**config.mk**
```make
export PLATFORM = sky130hd
export DESIGN_NAME = tick_scheduler
export DESIGN_NICKNAME = d
export VERILOG_FILES = /design/src/rtl/tick_pkg.sv /design/src/rtl/tick_scheduler_terminal_counter.sv /design/src/rtl/tick_scheduler.sv
export SDC_FILE = /design/constraint.sdc
export NUM_CORES = 1
export LEC_CHECK = 0
export BUFFER_PORTS_ARGS = -buffer_cell sky130_fd_sc_hd__buf_2
export CAP_MARGIN = 20
export CORE_UTILIZATION = 55
export CTS_CLUSTER_DIAMETER = 50
export DETAILED_ROUTE_END_ITERATION = 10
export PLACE_DENSITY = 0.77
export SLEW_MARGIN = 10
export SYNTH_ARGS = -nofsm -noshare
export SYNTH_HDL_FRONTEND = slang
export SYNTH_SLANG_ARGS = --single-unit
```
**constraint.sdc**
```tcl
create_clock -name clk -period 2.85 [get_ports clk]
set_input_delay 0.285 -clock clk [delete_from_list [all_inputs] [get_ports clk]]
set_output_delay 0.285 -clock clk [all_outputs]
set_load 0.005 [all_outputs]
```
**src/rtl/tick_pkg.sv**
```systemverilog
// Shared definitions for the tick scheduler: FSM encoding and board defaults.
package tick_pkg;

  localparam int TICK_CNT_W = 32;
  // 5000-cycle tick period on the 50 MHz board clock
  localparam int BOARD_DEFAULT_DIV = 4999;

  localparam logic [1:0] ST_IDLE = 2'd0;
  localparam logic [1:0] ST_RUN  = 2'd1;
  localparam logic [1:0] ST_PEND = 2'd2;

  typedef enum logic [1:0] {
    IDLE = ST_IDLE,
    RUN  = ST_RUN,
    PEND = ST_PEND
  } state_t;

endpackage

```
**src/rtl/tick_scheduler_terminal_counter.sv**
```systemverilog
// Free-running up-counter that clears when not running and wraps after
// reaching its limit; tc flags the cycle in which the limit is reached.
module terminal_counter
  import tick_pkg::*;
#(
  parameter int CNT_W = TICK_CNT_W
) (
  input  logic             clk,
  input  logic             rst,
  input  logic             run,
  input  logic [CNT_W-1:0] limit,
  output logic [CNT_W-1:0] count,
  output logic             tc
);

  logic [CNT_W-1:0] r_count;

  assign tc    = run && (r_count == limit);
  assign count = r_count;

  always_ff @(posedge clk) begin
    if (rst || !run) begin
      r_count <= '0;
    end else if (tc) begin
      r_count <= '0;
    end else begin
      r_count <= r_count + CNT_W'(1);
    end
  end

endmodule

```
**src/rtl/tick_scheduler.sv**
```systemverilog
// Programmable clock-enable divider: one-cycle tick plus toggling divided_clk,
// with new divide values applied only at period boundaries.
module tick_scheduler
  import tick_pkg::*;
#(
  parameter int               CNT_W       = TICK_CNT_W,
  parameter logic [CNT_W-1:0] DEFAULT_DIV = CNT_W'(BOARD_DEFAULT_DIV)
) (
  input  logic             clk,
  input  logic             rst,
  input  logic             enable,
  input  logic             cfg_valid,
  input  logic [CNT_W-1:0] cfg_div,
  output logic             cfg_ready,
  output logic             tick,
  output logic             divided_clk,
  output logic             busy
);

  state_t           r_state;
  state_t           w_state_next;
  logic [CNT_W-1:0] r_div_active;
  logic [CNT_W-1:0] w_div_active_next;
  logic [CNT_W-1:0] r_div_pend;
  logic [CNT_W-1:0] w_div_pend_next;
  logic             r_tick;
  logic             r_div_clk;
  logic             r_cfg_ready;
  logic             r_busy;
  logic             w_run;
  logic             w_tc;
  logic             w_accept;
  logic [CNT_W-1:0] w_count;
  logic             w_unused_count;

  // Dropping enable stops the counter on the same edge, so no tick can escape.
  assign w_run          = (r_state != IDLE) && enable;
  assign w_accept       = cfg_valid && r_cfg_ready;
  assign w_unused_count = ^w_count;

  terminal_counter #(
    .CNT_W (CNT_W)
  ) u_counter (
    .clk   (clk),
    .rst   (rst),
    .run   (w_run),
    .limit (r_div_active),
    .count (w_count),
    .tc    (w_tc)
  );

  always_comb begin
    w_state_next      = r_state;
    w_div_active_next = r_div_active;
    w_div_pend_next   = r_div_pend;
    case (r_state)
      IDLE: begin
        if (w_accept) w_div_active_next = cfg_div;
        if (enable) w_state_next = RUN;
      end
      RUN: begin
        if (!enable) begin
          w_state_next = IDLE;
          if (w_accept) w_div_active_next = cfg_div;
        end else if (w_accept) begin
          // An accept on the terminal edge lands exactly on a boundary.
          if (w_tc) begin
            w_div_active_next = cfg_div;
          end else begin
            w_div_pend_next = cfg_div;
            w_state_next    = PEND;
          end
        end
      end
      PEND: begin
        if (!enable || w_tc) begin
          w_div_active_next = r_div_pend;
          w_state_next      = enable ? RUN : IDLE;
        end
      end
      default: w_state_next = IDLE;
    endcase
  end

  always_ff @(posedge clk) begin
    if (rst) begin
      r_state      <= IDLE;
      r_div_active <= DEFAULT_DIV;
      r_div_pend   <= '0;
      r_tick       <= 1'b0;
      r_div_clk    <= 1'b0;
      r_cfg_ready  <= 1'b1;
      r_busy       <= 1'b0;
    end else begin
      r_state      <= w_state_next;
      r_div_active <= w_div_active_next;
      r_div_pend   <= w_div_pend_next;
      r_tick       <= w_tc;
      r_div_clk    <= r_div_clk ^ w_tc;
      r_cfg_ready  <= (w_state_next != PEND);
      r_busy       <= (w_state_next != IDLE);
    end
  end

  assign tick        = r_tick;
  assign divided_clk = r_div_clk;
  assign cfg_ready   = r_cfg_ready;
  assign busy        = r_busy;

endmodule

```
=== Yosys cells after proc, flatten, opt, wreduce, memory -nomap -nowiden ===
Cells that the tools add are included.

* Register bits after elaboration: 102
* Bits of input ports: 36
* Output and inout bits: 4
* Word-level logic and storage cells: 45

* Add/sub/neg operators: 1
* Equality and inequality tests: 7
* Muxes and demuxes: 13
* Bitwise logic cells: 2
* Reduce and logical (&&, ||, !) cells: 14

{| class="wikitable"
|+ Operators by type and width
! cell !! count
|-
| $mux 32 || 5
|-
| $pmux 32 s3 || 1
|-
| $add 32x1->32 const B || 1
|-
| $eq 32x32->1 || 1
|-
| $mux 2 || 5
|-
| $reduce_and 4->1 || 2
|-
| $ne 3x3->1 const B || 2
|-
| $pmux 2 s3 || 1
|-
| $ne 2x2->1 const B || 2
|-
| $reduce_bool 2->1 || 2
|-
| $logic_and 1x1->1 || 3
|-
| $reduce_bool 3->1 || 1
|-
| $eq 2x1->1 const B || 1
|-
| $eq 2x2->1 const B || 1
|-
| $logic_not 1->1 || 2
|-
| $logic_not 2->1 || 1
|-
| $logic_or 1x1->1 || 2
|-
| $reduce_or 2->1 || 1
|-
| $mux 1 || 1
|-
| $not 1->1 || 1
|-
| $xor 1x1->1 || 1
|}

=== Logic depth before layout (Yosys ltp) ===
Gate-level depths: netlist of the first run.

* Depth in word-level cells: 8
* Mapped depth: 12
* Gate-level depth less buffers: 8

=== Modules after synthesis ===
From an unflattened synthesis of the first run, not the netlist that was laid out.

* Cell total of the unflattened synthesis: 596
* Area total of the unflattened synthesis: 5,228.8 sq um

{| class="wikitable"
|+ Modules (own cells, without submodules)
! module !! instances !! cells an instance !! area each (sq um) !! seq. area each (sq um)
|-
| tick_scheduler || 1 || 401 || 3,482.1 || 1,401.3
|-
| terminal_counter || 1 || 195 || 1,746.7 || 640.6
|}

=== Least setup slack after synthesis of the first run ===
OpenSTA, ideal clock, no wires.

* Path type: register -> register
* Start: reg r_state[0]
* End: reg r_div_active[4]
* Setup time: 116 ps
* Data arrival time: 2,066 ps
* Data required time: 2,734 ps
* Path slack: 668 ps
* Cell stages (with the launch flop): 12
* Buffers on the path: 4
* Period minus slack after synthesis: 2,182 ps
* Cell sequence: dfxtp_1 ha_1 and2_1 clkbuf_1 a21o_1 nor4_1 and4b_1 buf_2 or2_1 buf_2 buf_4 o211a_1

* Cells in the longest elaborated chain, start to end: 6
* Elaborated cells between the ends (all ways): 13
* Those cells by class: 5 x eq/ne; 1 x mux; 7 x reduce/logical

{| class="wikitable"
|+ Ends and longest elaborated chain
! item !! RTL line !! RTL
|-
| start: declaration || tick_scheduler.sv:20 || <nowiki>state_t r_state;</nowiki>
|-
| start signal: assignment || tick_scheduler.sv:95 || <nowiki>r_state <= w_state_next;</nowiki>
|-
| $reduce_bool 2->1 || tick_scheduler.sv:37 || <nowiki>assign w_run = (r_state != IDLE) && enable;</nowiki>
|-
| $logic_and 1x1->1 || tick_scheduler.sv:37 ||
|-
| $logic_and 1x1->1 || tick_scheduler_terminal_counter.sv:18 || <nowiki>assign tc = run && (r_count == limit);</nowiki>
|-
| $logic_or 1x1->1 || tick_scheduler.sv:76 || <nowiki>if (!enable || w_tc) begin</nowiki>
|-
| $ne 2x2->1 (no line) || n/a ||
|-
| $reduce_and 4->1 (no line) || n/a ||
|-
| end signal: assignment || tick_scheduler.sv:96 || <nowiki>r_div_active <= w_div_active_next;</nowiki>
|-
| end: declaration || tick_scheduler.sv:22 || <nowiki>logic [CNT_W-1:0] r_div_active;</nowiki>
|}

Parallel ways exist; a longest one is shown, timed or not.
A chain may end at the register's enable or synchronous reset.

=== Worst setup path after layout of the first run ===
* Start: reg u_counter.r_count[14], in the netlist u_counter.count[14]
* End: reg r_div_active[9]

* Cells in the longest elaborated chain, start to end: 5
* Elaborated cells between the ends (all ways): 6
* Those cells by class: 3 x eq/ne; 3 x reduce/logical

{| class="wikitable"
|+ Ends and longest elaborated chain
! item !! RTL line !! RTL
|-
| start: declaration || tick_scheduler_terminal_counter.sv:16 || <nowiki>logic [CNT_W-1:0] r_count;</nowiki>
|-
| start signal: assignment || tick_scheduler_terminal_counter.sv:27 || <nowiki>r_count <= r_count + CNT_W'(1);</nowiki>
|-
| $eq 32x32->1 (*) || tick_scheduler_terminal_counter.sv:18 ||
|-
| $logic_and 1x1->1 (*) || tick_scheduler_terminal_counter.sv:18 ||
|-
| $logic_or 1x1->1 || tick_scheduler.sv:76 ||
|-
| $ne 2x2->1 (no line) || n/a ||
|-
| $reduce_and 4->1 (no line) (*) || n/a ||
|}

Every way passes the cells marked *; elsewhere a longest branch is shown, timed or not.

==> results of run 1 <==
-- logic make-up (layout without fill, tap and decap cells) --
group / after synthesis / in the layout
mux: 25 / 25
fa+ha+maj: 5 / 5
simple gates: 196 / 196
xor+xnor: 57 / 57
buf+inv: 73 / 85
flops: 102 / 102
compound gates: 186 / 186
-- cells in the final DEF (no fill, tap or decap), drive strengths merged, types with 26 or more instances in the layout --
| cell | synthesis | layout |
|---|---|---|
| a21oi | 49 | 49 |
| a22o | 32 | 32 |
| buf | 14 | 54 |
| dfxtp | 102 | 102 |
| nand2 | 43 | 43 |
| nor2 | 48 | 48 |
| o21ai | 34 | 34 |
| o221ai | 26 | 26 |
| or3b | 32 | 32 |
| xnor2 | 42 | 42 |
-- worst paths after layout --
kind / endpoint
setup / recovery: r_div_active[9]
setup reg to reg: r_div_active[9]
hold / removal: r_div_pend[25]
hold reg to reg: r_div_pend[0]
-- layer usage --
metal | wire length (microns) | global-route usage
met5 | 0 | 0
met2 | 6760 | 0.491
met4 | 370 | 0.105
met3 | 904 | 0.0434
met1 | 5750 | 0.340
-- area by class of cell --
cell class	instances	area, sq um	share of cell area
clock buffer	9	124	0.0205
clock inverter	7	116	0.0192
inverter	15	56.3	0.00931
multi-input combinational	469	3220	0.533
sequential	102	2040	0.338
tap	133	166	0.0275
timing repair buffer	54	320	0.0530
-- cell usage after synthesis (3+ instances only) --
cell type	number
ha_1	5
a21oi_1	49
mux2i_1	25
buf_2	6
o21ai_1	9
nor2_1	48
o221ai_1	26
o21ai_0	25
nor4_1	11
and3_1	6
o21a_1	3
a22o_1	32
a31oi_1	8
nand4_1	12
buf_4	3
clkbuf_1	42
nand3_1	19
o211a_1	25
dfxtp_1	102
nor3_1	5
xor2_1	15
xnor2_1	41
nand2_1	43
inv_1	15
or3b_2	32
and4_1	5
-- critical path, cell delays in order (launching register included) --
cell and delay (ns):
dfxtp_1 0.49, xnor2_2 0.15, o221ai_1 0.14, or4_4 0.56
and4b_1 0.28, or2_1 0.33, buf_4 0.24, a31oi_1 0.10
-- sequential cells by signal, summed over array words and instances, names as in the netlist --
register / cells
r_div_pend: 32
divided_clk: 1
u_counter.count: 32
busy: 1
r_div_active: 32
r_state: 2
tick: 1
cfg_ready: 1
-- per-stage QoR --
stage                     cell area (sq um)  total power, W   util
after floorplan                        5590         0.00194      -
after global placement                 5810         0.00207  0.591
after detailed placement               5810         0.00209  0.591
after CTS                              6050         0.00314  0.616
after global routing                   6050         0.00327  0.616
final                                  6050         0.00314  0.616
-- report_power, final --
group | total, W | switching [W] | internal [W]
Combinational | 0.000490 | 0.000269 | 0.000220
Clock | 0.00108 | 0.000558 | 0.000519
Sequential | 0.00157 | 0.0000763 | 0.00150
Total | 0.00314 | 0.000903 | 0.00224
==> impl_metrics.toml, run 1 <==
[synth]
synthSimpleGateAreaFrac = 0.193
synth-xor-area-share = 0.0906
synth_nets = 685
postSynthCellCount = 644
muxShareOfSynthArea = 0.0448
ys_types = 48
synth_edf_count = 0
synth-seq-cells = 102
syn_area_sq_um = 5590
synthTopCellsByArea = "dfxtp_1 (37%), xnor2_1 (6.4%), a22o_1 (5.0%)"
synth_area_leader_cell = "dfxtp_1"
yosys_most_used_dff = "dfxtp_1"
synth-compound-area-share = 0.235
ys_warn_count = 0
yosysSeqAreaShare = 0.365
postSynthAreaPerCell_sq_um = 8.68
synthAdderAreaFrac = 0.0112
synth_top_family_by_area = "compound AO/OA/AOI/OAI gates"
yosysTopAreaCellShare = 0.365
postSynth.asyncResetShare = 0

[cells_and_area]
nFillCells = 875
instances_no_fill = 789
n_antenna_cell = 0
nets = 692
final_layout_size_suffix_gt1_frac = 0.165
area_delta_synth_final_pct = 8.12

[placement]
dp_cells = 773
portBuffers = 39
post-place-ws_ns = 0.441
gp_congestion = 0.854
dpl.hpwl_microns = 9290

[routing]
drt_iter0_markers = 250
drt_drc_violations_left = 0
num_vias = 4898
vias_per_cell = 6.21
routedWlPerCell_microns = 17.5
wl_microns = 13800
drtAntennaViolNets = 0
firstDrtPassIters = 5

[clocking]
path_clk_slew_ns = 0.12
cts_buffer_depth = 2
cts_max_level = 3
clock_latency_ns = 0.38
cts_buffers = 9
cts_tree = "built"
post_cts_buffers = 0
clkSinkCount = 102
cts_root_buf = "clkbuf_8"
cts-resized-gates = 0
cts_hold_buf = 0

[timing]
period_needed_ns = 2.47
finalSetupTns_ns = 0
final-setup-viol-count = 0
fmax_mhz = 405
fin_crit_sh = 0.866
relSlewSlack = 0.327
rsz0062_at_grt = "false"
fin_skew_ns = 0.0225
holdWs_ns = 0.278
tightestPinTransition_ns = 1.01
slew_violations = 0
worst_slack_ns = 0.383
finalHoldViolCount = 0

[global_route]
antenna_found_initial = 0
grt_start_max_net_pins = 65
grt_pass1_wl_microns = 22700
gr-total-overflow = 0
grtUsageTotal = 0.278
grt_pass1_vias = 4649

[setup_path]
cp-start-kind = "register"
crit_path_end_kind = "register"
reg2reg_from = "u_counter.count[14]"
cp.arrival_ns = 2.67
crit_start = "u_counter.count[14]"
rrSetupSlack_ns = 0.38
worstPathRequired_ns = 3.05
rr_worst_depth = 7
critical_path.max_fanout = 10
critPathKind = "register to register"

[power]
p_per_area_nw_per_um2 = 519
p_leak_nw = 2.31
ir_drop_mv = 0.397

[floorplanning]
rows = 36
initial_core_util = 0.569
die_w_microns = 103
die_h_microns = 103
core-area_sq_um = 9820
ios = 40
dieArea_sq_um = 10600

[min_path]
min_path_cells = 3
worstHoldStart = "cfg_div[25]"
hold_path_class = "primary input to register"

[run]
maxCapViolCount = 0

[outcome]
status = "finished clean"
Power figures use the tool's default switching activity.
==> inputs of run 2 (changes only) <==
--- a/config.mk
+++ b/config.mk
@@ -10,6 +10,7 @@
 export CORE_UTILIZATION = 55
 export CTS_CLUSTER_DIAMETER = 50
 export DETAILED_ROUTE_END_ITERATION = 10
+export GPL_TIMING_DRIVEN = 0
 export PLACE_DENSITY = 0.77
 export SLEW_MARGIN = 10
 export SYNTH_ARGS = -nofsm -noshare
==> run 2 against run 1 <==
Effect of this change: wire length grew 10%; via count is 6.6% higher; flip-flop and latch count unchanged; die area did not move; first-iteration DRC count is 46% higher; critical path type unchanged; critical endpoint is now r_div_active[0].
==> impl_metrics.toml, run 2 (synthesis gave the netlist of run 1 again) <==
[placement]
gp_congestion = 0.886
dpl.hpwl_microns = 11000
dpl_cell_area_sq_um = 5940
portBuffers = 37

[timing]
slew_violations = 0
finalSetupTns_ns = 0
finalHoldViolCount = 0
relSlewSlack = 0.512
fin_crit_sh = 0.943
rsz0062_at_grt = "false"
final-setup-viol-count = 0
period_needed_ns = 2.69
fmax_mhz = 372
fin_skew_ns = 0.0211
tightestPinTransition_ns = 0.725

[setup_path]
cp-start-kind = "register"
max_stage_delay_ns = 0.39
crit_start = "r_state[1]"
rr_worst_depth = 12
path_cells = "inv_1 -> ha_1 -> and2_1 -> clkbuf_1 -> a21o_1 -> nor4_1 -> and4b_1 -> buf_2 -> or2_1 -> buf_2 -> buf_4 -> a31oi_1"
critPathBufInv = 5
crit_path_end = "r_div_active[0]"
cp.arrival_ns = 2.93
critPathKind = "register to register"
path_common_cell = "buf_2"
rrSetupSlack_ns = 0.16
worst-path-stages = 12
reg2reg_from = "r_state[1]"
slowest_stage = "dfxtp_2"
cp_top_family = "buffers and inverters"
reg2reg_to = "r_div_active[0]"
worstPathRequired_ns = 3.09
critical_path.max_fanout = 10
crit_path_end_kind = "register"

[clocking]
cts_tree = "built"
cts_buffers = 9
cts_root_buf = "clkbuf_8"
cts_buffer_depth = 2
post_cts_buffers = 0
cts_max_level = 3
clkSinkCount = 102
path_clk_slew_ns = 0.11
clock_latency_ns = 0.39

[cells_and_area]
final_layout_size_suffix_gt1_frac = 0.149
nFillCells = 894
stdcell_area_sq_um = 6180
layout_commonest_cell = "dfxtp_1"
nets = 733
area_delta_synth_final_pct = 10.5
final_cell_mix = "dfxtp_1 (101), a21oi_1 (49), nor2_1 (48)"
n_antenna_cell = 0

[routing]
wl_microns = 15200
firstDrtPassIters = 5
num_vias = 5219
route.met3.wl_microns = 1250
vias_per_cell = 6.29
drtAntennaViolNets = 0
drt_drc_violations_left = 0
met1Wirelength_microns = 6490
drt_iter0_markers = 366
maxUsedRoutingLayer = "met4"
wl_met2_microns = 7070
routedWlPerCell_microns = 18.3

[run]
maxCapViolCount = 0

[global_route]
grtUsageTotal = 0.306
grt_pass1_vias = 4927
gr-total-overflow = 0
grt_pass1_wl_microns = 24700
antenna_found_initial = 0
grt_start_max_net_pins = 17

[floorplanning]
dieArea_sq_um = 10600
initial_core_util = 0.569
die_w_microns = 103
ios = 40
core-area_sq_um = 9820
die_h_microns = 103
rows = 36

[min_path]
hold_path_class = "primary input to register"

[power]
p_per_area_nw_per_um2 = 511
ir_drop_mv = 0.451
p_leak_nw = 2.35

[outcome]
status = "finished clean"
## run 2: stage by stage
| stage | instances | power [W] | utilization | setup slack (ns) | hold WS [ns] |
|---|---|---|---|---|---|
| 6_report | 830 | 0.00315 | 0.629 | 0.164 | 0.271 |
| 5_1_grt | 830 | 0.00328 | 0.629 | 0.0471 | 0.270 |
| 4_1_cts | 830 | 0.00316 | 0.629 | 0.212 | 0.266 |
| 3_5_place_dp | 814 | 0.00211 | 0.605 | 0.244 | 0.469 |
| 3_3_place_gp | 814 | 0.00208 | 0.605 | 0.383 | 0.462 |
| 2_1_floorplan | 644 | 0.00194 | - | 0.668 | 0.454 |
## run 2: worst min path at each step
| stage | to | from | slack [ns] | cells after the start |
|---|---|---|---|---|
| floorplan | r_div_pend[0] | r_div_pend[0] | 0.45 | 2 |
| global placement | r_div_pend[13] | r_div_pend[13] | 0.46 | 2 |
| detailed placement | r_div_pend[5] | r_div_pend[5] | 0.47 | 2 |
| CTS | r_div_pend[3] | cfg_div[3] | 0.27 | 3 |
| global route | r_div_pend[10] | cfg_div[10] | 0.27 | 3 |
| finish | r_div_pend[3] | cfg_div[3] | 0.27 | 3 |
## run 2: routing by layer
metal | vias up | GRT usage
met5 | - | 0
met4 | 0 | 0.107
met3 | 30 | 0.0624
met2 | 248 | 0.497
met1 | 2495 | 0.404
li1 | 2446 | -
## run 2: layout make-up
class,instances,area [sq um],area share
buffer,58,277,0.0448
clock buffer,12,155,0.0251
clock inverter,4,77.6,0.0126
inverter,15,56.3,0.00911
multi-input combinational,469,3220,0.521
sequential,102,2040,0.331
tap,133,166,0.0269
timing repair buffer,37,185,0.0300
## run 2: worst register-to-register path, delay by kind of cell, from the launching register on
kind	cells	cell delay [ns]
buf+inv	5	0.82
simple gates	4	0.78
flops	1	0.39
compound gates	2	0.33
fa+ha+maj	1	0.22
## run 2: power by group
part	switching (W)	total, W	leakage, nW	internal [W]
Clock	0.000518	0.00107	0.117	0.000548
Combinational	0.000283	0.000506	1.40	0.000224
Sequential	0.0000841	0.00158	0.831	0.00150
Total	0.000885	0.00315	2.35	0.00227
## run 2: repair_timing
item,CTS,global route
hold buffers,0,0
resized for setup,0,1
endpoints found under the setup margin,0,1
==> inputs of run 3 (changes only) <==
--- a/config.mk
+++ b/config.mk
@@ -5,9 +5,11 @@
 export SDC_FILE = /design/constraint.sdc
 export NUM_CORES = 1
 export LEC_CHECK = 0
+export ABC_CLOCK_PERIOD_IN_PS = 2850
 export BUFFER_PORTS_ARGS = -buffer_cell sky130_fd_sc_hd__buf_2
 export CAP_MARGIN = 20
 export CORE_UTILIZATION = 55
+export CTS_BUF_LIST = sky130_fd_sc_hd__clkbuf_4
 export CTS_CLUSTER_DIAMETER = 50
 export DETAILED_ROUTE_END_ITERATION = 10
 export GPL_TIMING_DRIVEN = 0
==> run 3 against run 2 <==
Effect of this change: total power shrank 6.4%; critical path depth shrank 2; worst hold slack lost 0.095 ns; via count shrank 0.48%; critical path type unchanged; clock power shrank 20%; die area is the same; clock-buffer cell count shrank 2; global-route usage shrank 0.19 points; highest routed layer unchanged.
==> impl_metrics.toml, run 3 (synthesis gave the netlist of run 1 again) <==
[routing]
routedWlPerCell_microns = 18.2
num_vias = 5194
drt_drc_violations_left = 0
drt_iter0_markers = 361
drtAntennaViolNets = 0
firstDrtPassIters = 5
vias_per_cell = 6.26
wl_microns = 15100

[min_path]
min_path_cells = 3
hold_end = "r_div_pend[3]"
hold_path_class = "primary input to register"
worstHoldStart = "cfg_div[3]"

[clocking]
cts_max_level = 3
post_cts_buffers = 0
cts_buffer_depth = 2
path_clk_slew_ns = 0.16
cts_root_buf = "clkbuf_4"
cts_buffers = 9
cts_tree = "built"
clkSinkCount = 102
clock_latency_ns = 0.47

[setup_path]
reg2reg_from = "cfg_ready"
cp-start-kind = "register"
cp.arrival_ns = 3.04
rr_worst_depth = 10
worstPathRequired_ns = 3.18
reg2reg_to = "r_div_active[0]"
critPathKind = "register to register"
crit_path_end_kind = "register"
critical_path.max_fanout = 10
rrSetupSlack_ns = 0.15

[timing]
fin_crit_sh = 0.948
final-setup-viol-count = 0
fmax_mhz = 370
finalSetupTns_ns = 0
rsz0062_at_grt = "false"
relSlewSlack = 0.507
slew_violations = 0
period_needed_ns = 2.70
tightestPinTransition_ns = 0.733
finalHoldViolCount = 0
fin_skew_ns = 0.0278

[floorplanning]
die_h_microns = 103
die_w_microns = 103
initial_core_util = 0.569
core-area_sq_um = 9820
rows = 36
dieArea_sq_um = 10600
ios = 40

[placement]
gp_congestion = 0.886
portBuffers = 37
dpl_cell_area_sq_um = 5940
dpl.hpwl_microns = 11000

[cells_and_area]
stdcell_area_sq_um = 6100
nets = 733
area_delta_synth_final_pct = 9.17
final_cell_mix = "dfxtp_1 (101), a21oi_1 (49), nor2_1 (48)"
n_antenna_cell = 0
layout_commonest_cell = "dfxtp_1"
final_layout_size_suffix_gt1_frac = 0.148

[run]
maxCapViolCount = 0

[global_route]
antenna_found_initial = 0
use_met3 = 0.0664
busiest_layer = "met2"
grt_pass1_vias = 4903
grt_start_max_net_pins = 17
use_met2 = 0.493
met1_usage = 0.406
grtUsageTotal = 0.304
gr-total-overflow = 0
grt_pass1_wl_microns = 24600

[power]
p_leak_nw = 2.32
ir_drop_mv = 0.363
p_per_area_nw_per_um2 = 483

[outcome]
status = "finished clean"
-- run 3: report_power, final --
part,switching (W),internal (W)
Sequential,0.0000843,0.00150
Clock,0.000495,0.000366
Combinational,0.000283,0.000224
-- run 3: how the worst max path moves through the flow --
stage | endpoint | depth (start not counted) | startpoint | slack [ns]
after floorplan | r_div_active[4] | 11 | r_state[0] | 0.67
after global placement | r_div_active[8] | 12 | r_state[1] | 0.38
after detailed placement | r_div_active[2] | 12 | r_state[1] | 0.24
after CTS | r_div_active[1] | 12 | r_state[1] | 0.21
after global routing | r_div_active[2] | 10 | cfg_ready | 0.05
final | r_div_active[0] | 10 | cfg_ready | 0.15
-- run 3: what timing repair did --
item | in CTS | in global routing
hold buffers | 0 | 0
resized for setup | 0 | 1
endpoints found under the setup margin | 0 | 2
-- run 3: area by class of cell --
type / count / area, sq um
buffer: 58 / 277
fill: 906 / 3710
multi-input combinational: 469 / 3220
inverter: 15 / 56.3
clock inverter: 6 / 85.1
clock buffer: 10 / 75.1
sequential: 102 / 2040
timing repair buffer: 37 / 185
tap: 133 / 166
-- run 3: routing by layer --
metal,part of all wire,up-vias
met5,0,-
met4,0.020,0
met3,0.074,22
met2,0.46,221
met1,0.44,2510
li1,-,2441
-- run 3: worst max-delay path, stage by stage, from the launching register on --
cell	delay [ns]
dfxtp_1	0.35
clkbuf_1	0.39
nand2_1	0.33
a21o_1	0.24
nor4_1	0.27
and4b_1	0.24
buf_2	0.18
or2_1	0.12
buf_2	0.16
buf_4	0.19
a31oi_1	0.10
-- run 3: through the flow --
| stage | util | std cells | power [W] | setup slack [ns] | hold slack (ns) |
|---|---|---|---|---|---|
| after floorplan | - | 644 | 0.00194 | 0.668 | 0.454 |
| after global placement | 0.605 | 814 | 0.00208 | 0.383 | 0.462 |
| after detailed placement | 0.605 | 814 | 0.00211 | 0.244 | 0.469 |
| after CTS | 0.622 | 830 | 0.00295 | 0.208 | 0.159 |
| after global routing | 0.622 | 830 | 0.00307 | 0.0454 | 0.147 |
| final | 0.622 | 830 | 0.00295 | 0.148 | 0.176 |
